==> src/rtl/transport_packetizer.sv <==
// ----------------------------------------------------------------------------
// transport_packetizer
//
// Transmit-side transport layer for the telephony link. Control words and
// audio samples are framed into addressed packets, queued, and serialized one
// byte at a time towards the link layer.
//
// Packet on the wire (first byte first):
//   header   : [7:6] type (00 control, 01 audio), [5:0] payload length
//   dest     : phone number taken from the address book at commit time
//   payload  : words in arrival order, MSB byte of each word first
//   checksum : XOR of every preceding byte of the packet
//
// Ports:
//   clk, reset          clock, synchronous active-high reset
//   ab_we/ab_idx/ab_num address-book write port
//   dest_idx            address-book entry used as destination at commit
//   cmd_valid/cmd_data/cmd_ready   control word input handshake
//   aud_valid/aud_data/aud_ready   audio word input handshake
//   out_byte/out_valid/out_ready   serialized byte output handshake
//   pkt_count           packets queued, including the one being sent
// ----------------------------------------------------------------------------
module transport_packetizer #(
    parameter int DATA_W      = 16,
    parameter int AUDIO_WORDS = 4,
    parameter int QUEUE_DEPTH = 8,
    parameter int AB_ENTRIES  = 8
) (
    input  logic                           clk,
    input  logic                           reset,
    input  logic                           ab_we,
    input  logic [$clog2(AB_ENTRIES)-1:0]  ab_idx,
    input  logic [7:0]                     ab_num,
    input  logic [$clog2(AB_ENTRIES)-1:0]  dest_idx,
    input  logic                           cmd_valid,
    input  logic [DATA_W-1:0]              cmd_data,
    output logic                           cmd_ready,
    input  logic                           aud_valid,
    input  logic [DATA_W-1:0]              aud_data,
    output logic                           aud_ready,
    output logic [7:0]                     out_byte,
    output logic                           out_valid,
    input  logic                           out_ready,
    output logic [$clog2(QUEUE_DEPTH):0]   pkt_count
);

    localparam int Q_W   = $clog2(QUEUE_DEPTH);
    localparam int PAY_W = AUDIO_WORDS * DATA_W;
    localparam int CNT_W = (AUDIO_WORDS > 1) ? $clog2(AUDIO_WORDS) : 1;

    localparam logic [5:0]     CMD_LEN   = 6'(DATA_W / 8);
    localparam logic [5:0]     AUD_LEN   = 6'(PAY_W / 8);
    localparam logic [Q_W:0]   CNT_FULL  = (Q_W + 1)'(QUEUE_DEPTH);
    localparam logic [Q_W:0]   CNT_ONE   = (Q_W + 1)'(1);
    localparam logic [CNT_W-1:0] ASM_LAST = CNT_W'(AUDIO_WORDS - 1);

    typedef enum logic [2:0] {
        S_IDLE,
        S_HDR,
        S_DEST,
        S_PAY,
        S_CSUM
    } state_t;

    // ------------------------------------------------------------------
    // Storage
    // ------------------------------------------------------------------
    logic [7:0]        ab_mem     [AB_ENTRIES];
    logic              q_type_mem [QUEUE_DEPTH];
    logic [7:0]        q_dest_mem [QUEUE_DEPTH];
    logic [PAY_W-1:0]  q_pay_mem  [QUEUE_DEPTH];
    logic [DATA_W-1:0] asm_mem    [AUDIO_WORDS];

    logic [Q_W-1:0]    head_reg, tail_reg;
    logic [Q_W:0]      count_reg;
    logic [CNT_W-1:0]  asm_cnt_reg;
    logic              audio_pending_reg;

    // Head entry as seen by the serializer (registered read of the queue)
    logic              ent_type_reg;
    logic [7:0]        ent_dest_reg;
    logic [PAY_W-1:0]  ent_pay_reg;

    state_t            state_reg, state_next;
    logic [7:0]        csum_reg;
    logic [5:0]        pay_left_reg;

    // ------------------------------------------------------------------
    // Input side
    // ------------------------------------------------------------------
    logic              full;
    logic              cmd_fire, aud_fire, aud_commit, commit;
    logic              hs, pop, load;
    logic [Q_W-1:0]    rd_addr;
    logic [7:0]        commit_dest;
    logic [PAY_W-1:0]  commit_pay;
    logic [PAY_W-1:0]  asm_flat;

    // Flatten the assembly buffer so word 0 lands in the most significant
    // slot, which is the first payload word on the wire.
    generate
        for (genvar gi = 0; gi < AUDIO_WORDS; gi++) begin : g_asm_flat
            assign asm_flat[PAY_W-1-gi*DATA_W -: DATA_W] = asm_mem[gi];
        end
    endgenerate

    assign full       = (count_reg == CNT_FULL);
    assign cmd_ready  = !full;
    assign aud_ready  = !audio_pending_reg;
    assign cmd_fire   = cmd_valid && !full;
    assign aud_fire   = aud_valid && !audio_pending_reg;
    // Control wins the single commit slot; a pending audio packet waits.
    assign aud_commit = audio_pending_reg && !cmd_fire && !full;
    assign commit     = cmd_fire || aud_commit;

    // Address book is read before this cycle's write takes effect.
    assign commit_dest = ab_mem[dest_idx];
    // Control payload is left-aligned so the serializer always starts at
    // the top of the payload field regardless of packet type.
    assign commit_pay  = cmd_fire ? (PAY_W'(cmd_data) << (PAY_W - DATA_W)) : asm_flat;

    // ------------------------------------------------------------------
    // Serializer handshakes
    // ------------------------------------------------------------------
    assign hs   = out_valid && out_ready;
    assign pop  = (state_reg == S_CSUM) && hs;
    // Load the head entry when leaving IDLE, or chain straight into the next
    // packet after the checksum byte when more than the current one is queued.
    assign load = ((state_reg == S_IDLE) && (count_reg != '0)) ||
                  (pop && (count_reg > CNT_ONE));
    assign rd_addr = pop ? (head_reg + Q_W'(1)) : head_reg;

    // ------------------------------------------------------------------
    // Control state with reset
    // ------------------------------------------------------------------
    always_ff @(posedge clk) begin
        if (reset) begin
            for (int i = 0; i < AB_ENTRIES; i++) begin
                ab_mem[i] <= '0;
            end
            head_reg          <= '0;
            tail_reg          <= '0;
            count_reg         <= '0;
            asm_cnt_reg       <= '0;
            audio_pending_reg <= 1'b0;
        end else begin
            if (ab_we) begin
                ab_mem[ab_idx] <= ab_num;
            end

            if (aud_fire) begin
                if (asm_cnt_reg == ASM_LAST) begin
                    asm_cnt_reg       <= '0;
                    audio_pending_reg <= 1'b1;
                end else begin
                    asm_cnt_reg <= asm_cnt_reg + CNT_W'(1);
                end
            end
            if (aud_commit) begin
                audio_pending_reg <= 1'b0;
            end

            if (commit) begin
                tail_reg <= tail_reg + Q_W'(1);
            end
            if (pop) begin
                head_reg <= head_reg + Q_W'(1);
            end
            case ({commit, pop})
                2'b10:   count_reg <= count_reg + CNT_ONE;
                2'b01:   count_reg <= count_reg - CNT_ONE;
                default: count_reg <= count_reg;
            endcase
        end
    end

    // ------------------------------------------------------------------
    // RAM-style storage: queue entries, assembly buffer, registered read
    // ------------------------------------------------------------------
    always_ff @(posedge clk) begin
        if (commit) begin
            q_type_mem[tail_reg] <= !cmd_fire;
            q_dest_mem[tail_reg] <= commit_dest;
            q_pay_mem[tail_reg]  <= commit_pay;
        end
        if (aud_fire) begin
            asm_mem[asm_cnt_reg] <= aud_data;
        end
        if (load) begin
            ent_type_reg <= q_type_mem[rd_addr];
            ent_dest_reg <= q_dest_mem[rd_addr];
            ent_pay_reg  <= q_pay_mem[rd_addr];
        end
    end

    // ------------------------------------------------------------------
    // Serializer FSM: state register
    // ------------------------------------------------------------------
    always_ff @(posedge clk) begin
        if (reset) begin
            state_reg <= S_IDLE;
        end else begin
            state_reg <= state_next;
        end
    end

    // Serializer FSM: next state
    always_comb begin
        state_next = state_reg;
        case (state_reg)
            S_IDLE: if (count_reg != '0) state_next = S_HDR;
            S_HDR:  if (hs) state_next = S_DEST;
            S_DEST: if (hs) state_next = S_PAY;
            S_PAY:  if (hs && (pay_left_reg == 6'd1)) state_next = S_CSUM;
            S_CSUM: if (hs) state_next = (count_reg > CNT_ONE) ? S_HDR : S_IDLE;
            default: state_next = S_IDLE;
        endcase
    end

    // Payload byte selection: pay_left counts down, so the offset from the
    // start of the payload is length minus what remains.
    logic [5:0]  ent_len;
    logic [5:0]  pay_off;
    logic [15:0] pay_shamt;
    logic [7:0]  pay_byte;

    assign ent_len   = ent_type_reg ? AUD_LEN : CMD_LEN;
    assign pay_off   = ent_len - pay_left_reg;
    assign pay_shamt = 16'(PAY_W - 8) - {7'd0, pay_off, 3'b000};
    assign pay_byte  = 8'(ent_pay_reg >> pay_shamt);

    // Serializer FSM: outputs
    always_comb begin
        out_valid = (state_reg != S_IDLE);
        out_byte  = 8'h00;
        case (state_reg)
            S_HDR:   out_byte = {1'b0, ent_type_reg, ent_len};
            S_DEST:  out_byte = ent_dest_reg;
            S_PAY:   out_byte = pay_byte;
            S_CSUM:  out_byte = csum_reg;
            default: out_byte = 8'h00;
        endcase
    end

    // Checksum and payload down-counter; both only move on a handshake so the
    // presented byte stays put under backpressure.
    always_ff @(posedge clk) begin
        if (reset) begin
            csum_reg     <= '0;
            pay_left_reg <= '0;
        end else if (load) begin
            csum_reg     <= '0;
            pay_left_reg <= '0;
        end else if (hs) begin
            if (state_reg != S_CSUM) begin
                csum_reg <= csum_reg ^ out_byte;
            end
            if (state_reg == S_DEST) begin
                pay_left_reg <= ent_len;
            end else if (state_reg == S_PAY) begin
                pay_left_reg <= pay_left_reg - 6'd1;
            end
        end
    end

    assign pkt_count = count_reg;

endmodule
==> config.mk <==
export PLATFORM = sky130hd
export DESIGN_NAME = transport_packetizer
export DESIGN_NICKNAME = d
export VERILOG_FILES = /design/src/rtl/transport_packetizer.sv
export SDC_FILE = /design/constraint.sdc
export NUM_CORES = 1
export LEC_CHECK = 0
export CAP_MARGIN = 20
export CORE_MARGIN = 10
export CORE_UTILIZATION = 60
export CTS_BUF_LIST = sky130_fd_sc_hd__clkbuf_8 sky130_fd_sc_hd__clkbuf_16
export DETAILED_ROUTE_END_ITERATION = 16
export HOLD_SLACK_MARGIN = 0.12
export PLACE_DENSITY = 0.77
export SYNTH_ARGS = -nofsm -noshare
export SYNTH_HDL_FRONTEND = slang
export SYNTH_SLANG_ARGS = --single-unit
==> constraint.sdc <==
create_clock -name clk -period 13.45 [get_ports clk]
set_clock_uncertainty 0.15 [all_clocks]
set_input_delay 2.0175 -clock clk [delete_from_list [all_inputs] [get_ports clk]]
set_output_delay 2.0175 -clock clk [all_outputs]
set_load 0.02 [all_outputs]
==> out/results.txt <==
Crit-path cells - inv_1 -> fa_2 -> and4b_1 -> a211oi_1 -> ha_1 -> nor3b_1 -> o2111a_1 -> o21ai_1 -> o21ai_0 -> clkdlybuf4s50_1
Routed Antenna Nets - 0
Max FFs per register - 512
Setup TNS Final - 0 ps
Share of cells above drive strength 1 - 24.52%
Worst min-delay path class - flop to flop
Clk_lat worst skew - 630 ps
Mapped cell area - 0.03244 sq mm
Antenna violations before repair - 0
Slowest-stage cell, CP - clkdlybuf4s50_1
Library cells used by synthesis - 61
Fin. Hold Viols - 0
Achievable Freq - 134.2 MHz
GP Congestion - 0.8763
RSZ-0062 raised after global routing - false
Num CTS Buffers - 78
Biggest cell delay along the critical path - 740 ps
Initial drt markers - 1,996
CTS Buffer Depth - 3
Biggest register - q_pay_mem
Die W - 252.5 um
Final HPWL DP - 37,010 um
Synth-to-Final Area Change - 12.42%
Worst-Margin Slew - 1193 ps
Worst path arrival time - 5280 ps
Max cap viols - 0
Clock Sinks - 815
Main synth FF type - edfxtp_1
Post-DP Area - 0.03396 sq mm
Core area - 0.05371 sq mm
Total number of vias - 16.05k
Yosys warnings - 0
Worst path bufs/invs - 2
Boundary pin count - 67
Status - complete, no violations
Post-CTS Setup Inserts - 0
I/O Buffers - 66
Seq/Total Area, Yosys - 74.51%
Starting Density - 60.41%
Grt ovf - 0
Finished Layout Cells - 2,459
DRC errors left - 0
Number of synthesized flops with an enable pin - 785
Largest net degree at the start of global routing - 148
Count of final setup violators - 0
Avg Inst Size Synth - 20.20 sq um
Final Cell Area - 0.03648 sq mm
First-pass DRT Iterations - 5
# rows - 85
Worst VDD drop - 0.0001140 V
CTS Hold Bufs - 0
Drt via density - 6.527
Die height - 252.5 um
Final period util - 55.39%
Clock root buffer - clkbuf_16
CTS H-tree depth - 3
Final min period - 7450 ps
Synth Net Count - 1,674
Setup CP Type - flop to primary output
Worst slack at placement - 6695 ps
Fillers - 3,233
Pwr per Cell Area - 165.7 mW/mm^2
CP delay by family, top - compound AO/OA/AOI/OAI gates
CP Data Required Time - 11,280 ps
Leak Pwr - 0.01223 uW
Tot Pwr - 6045 uW
Flops & latches, synth - 815
First-pass GRT wire length - 104,300 um
Vias in the first global route - 16.49k
Crit path launch type - flop
Placed insts - 2,320
Die Footprint - 0.06378 sq mm
Clock slew at reported path FFs - 60 ps
Drt total wl - 69,010 um
CTS resizes - 0
CTS tree - yes
Post-route setup slack - 6000 ps
Relative max-transition margin - 20.44%
Crit path max fanout - 12
Final Max Tran Viols - 0
Cell count after synthesis - 1,606
WL/cell - 28.06 um
Post-synthesis async set-or-reset flop share - 0%
Critical path capture point type - primary output
Nets - 1,773
Global Route Usage Sum - 22.05%
report_power, final:
part,internal (uW),switching [uW]
Sequential,3030,104
Combinational,320,468
Clock,1210,921
Total,4550,1490
per-layer routing:
layer	wire length, um	part of all wire, %	track usage [%]	vias to the layer above
li1	-	-	-	6751
met1	27570	40	30.93	8380
met2	33350	48	34.71	796
met3	5898	8.5	3.485	123
met4	2187	3.2	8.395	0
met5	0	0	0	-
per-stage QoR:
stage	hold slack, ps	util, %
floorplan	347.6	-
detailed placement	415.9	63.23
global route	460.1	67.91
finish	422.7	67.91
CTS	423.0	67.87
global placement	385.5	63.18
cells by family after synthesis:
| kind of cell | count (synthesis) | share of synthesized area [%] |
|---|---|---|
| AOI/OAI and AO/OA | 89 | 1.859 |
| xor gates and xnor gates | 8 | 0.2160 |
| adders and majority gates | 16 | 0.6402 |
| buffers and inverters | 95 | 1.388 |
| DFF | 815 | 74.51 |
| muxes | 300 | 16.15 |
| and+or+nand+nor | 283 | 5.241 |
worst reg2reg max path, cell delays in order (launching register included):
cell,delay (ps)
dfxtp_1,850
and4bb_2,470
mux2i_4,260
buf_4,700
buf_12,540
mux4_2,1080
mux2_2,290
final timing paths:
kind                   start              end  slack (ps)  depth (start not counted)
min reg2reg      tail_reg[1]      tail_reg[1]         420                          2
max          pay_left_reg[0]      out_byte[1]        6000                         10
max reg2reg     state_reg[2]  ent_pay_reg[19]        8870                          6
min              tail_reg[1]      tail_reg[1]         420                          2
placed cells by master (no fill, tap or decap), drive strengths merged, types with 18 or more instances in the layout:
cell type	Yosys	final
buf	34	33
o21ai	27	27
mux2i	33	33
edfxtp	785	785
mux2	98	98
and3	18	18
inv	15	34
nor2	37	37
mux4	169	169
dfxtp	30	30
clkbuf	46	81
and2	117	117
clkinv	0	25
clkdlybuf4s50	0	66
Yosys cell counts (6+ instances only):
library cell	number	share of area, %
nand2_1	15	0.17
and3b_1	12	0.32
buf_6	7	0.24
clkbuf_1	46	0.53
and2_1	117	2.3
nor4_1	12	0.23
and3_1	18	0.35
mux2_2	98	3.4
dfxtp_1	30	1.9
buf_4	8	0.19
nor2_1	37	0.43
o211ai_1	8	0.19
buf_1	10	0.12
mux2i_1	33	1.0
nand3_1	12	0.19
nor3_1	17	0.26
o21ai_0	26	0.40
nand2b_1	6	0.12
mux4_2	169	12
ha_1	15	0.58
nand3b_1	6	0.14
inv_1	15	0.17
a21oi_1	12	0.19
buf_2	9	0.14
o31ai_1	8	0.19
edfxtp_1	785	73
a211oi_1	9	0.21
cell type report:
class	count	area, sq um	area share (%)
well taps	696	870.8	2.387
inverters	15	56.30	0.1544
multi-input cells	696	7924	21.72
clock buffers	81	2016	5.526
clock inverters	56	479.2	1.314
repair buffers	99	953.4	2.614
diodes	1	2.502	0.006861
flip-flops and latches	815	24170	66.27
No activity file was read; power rests on OpenSTA's default activity.
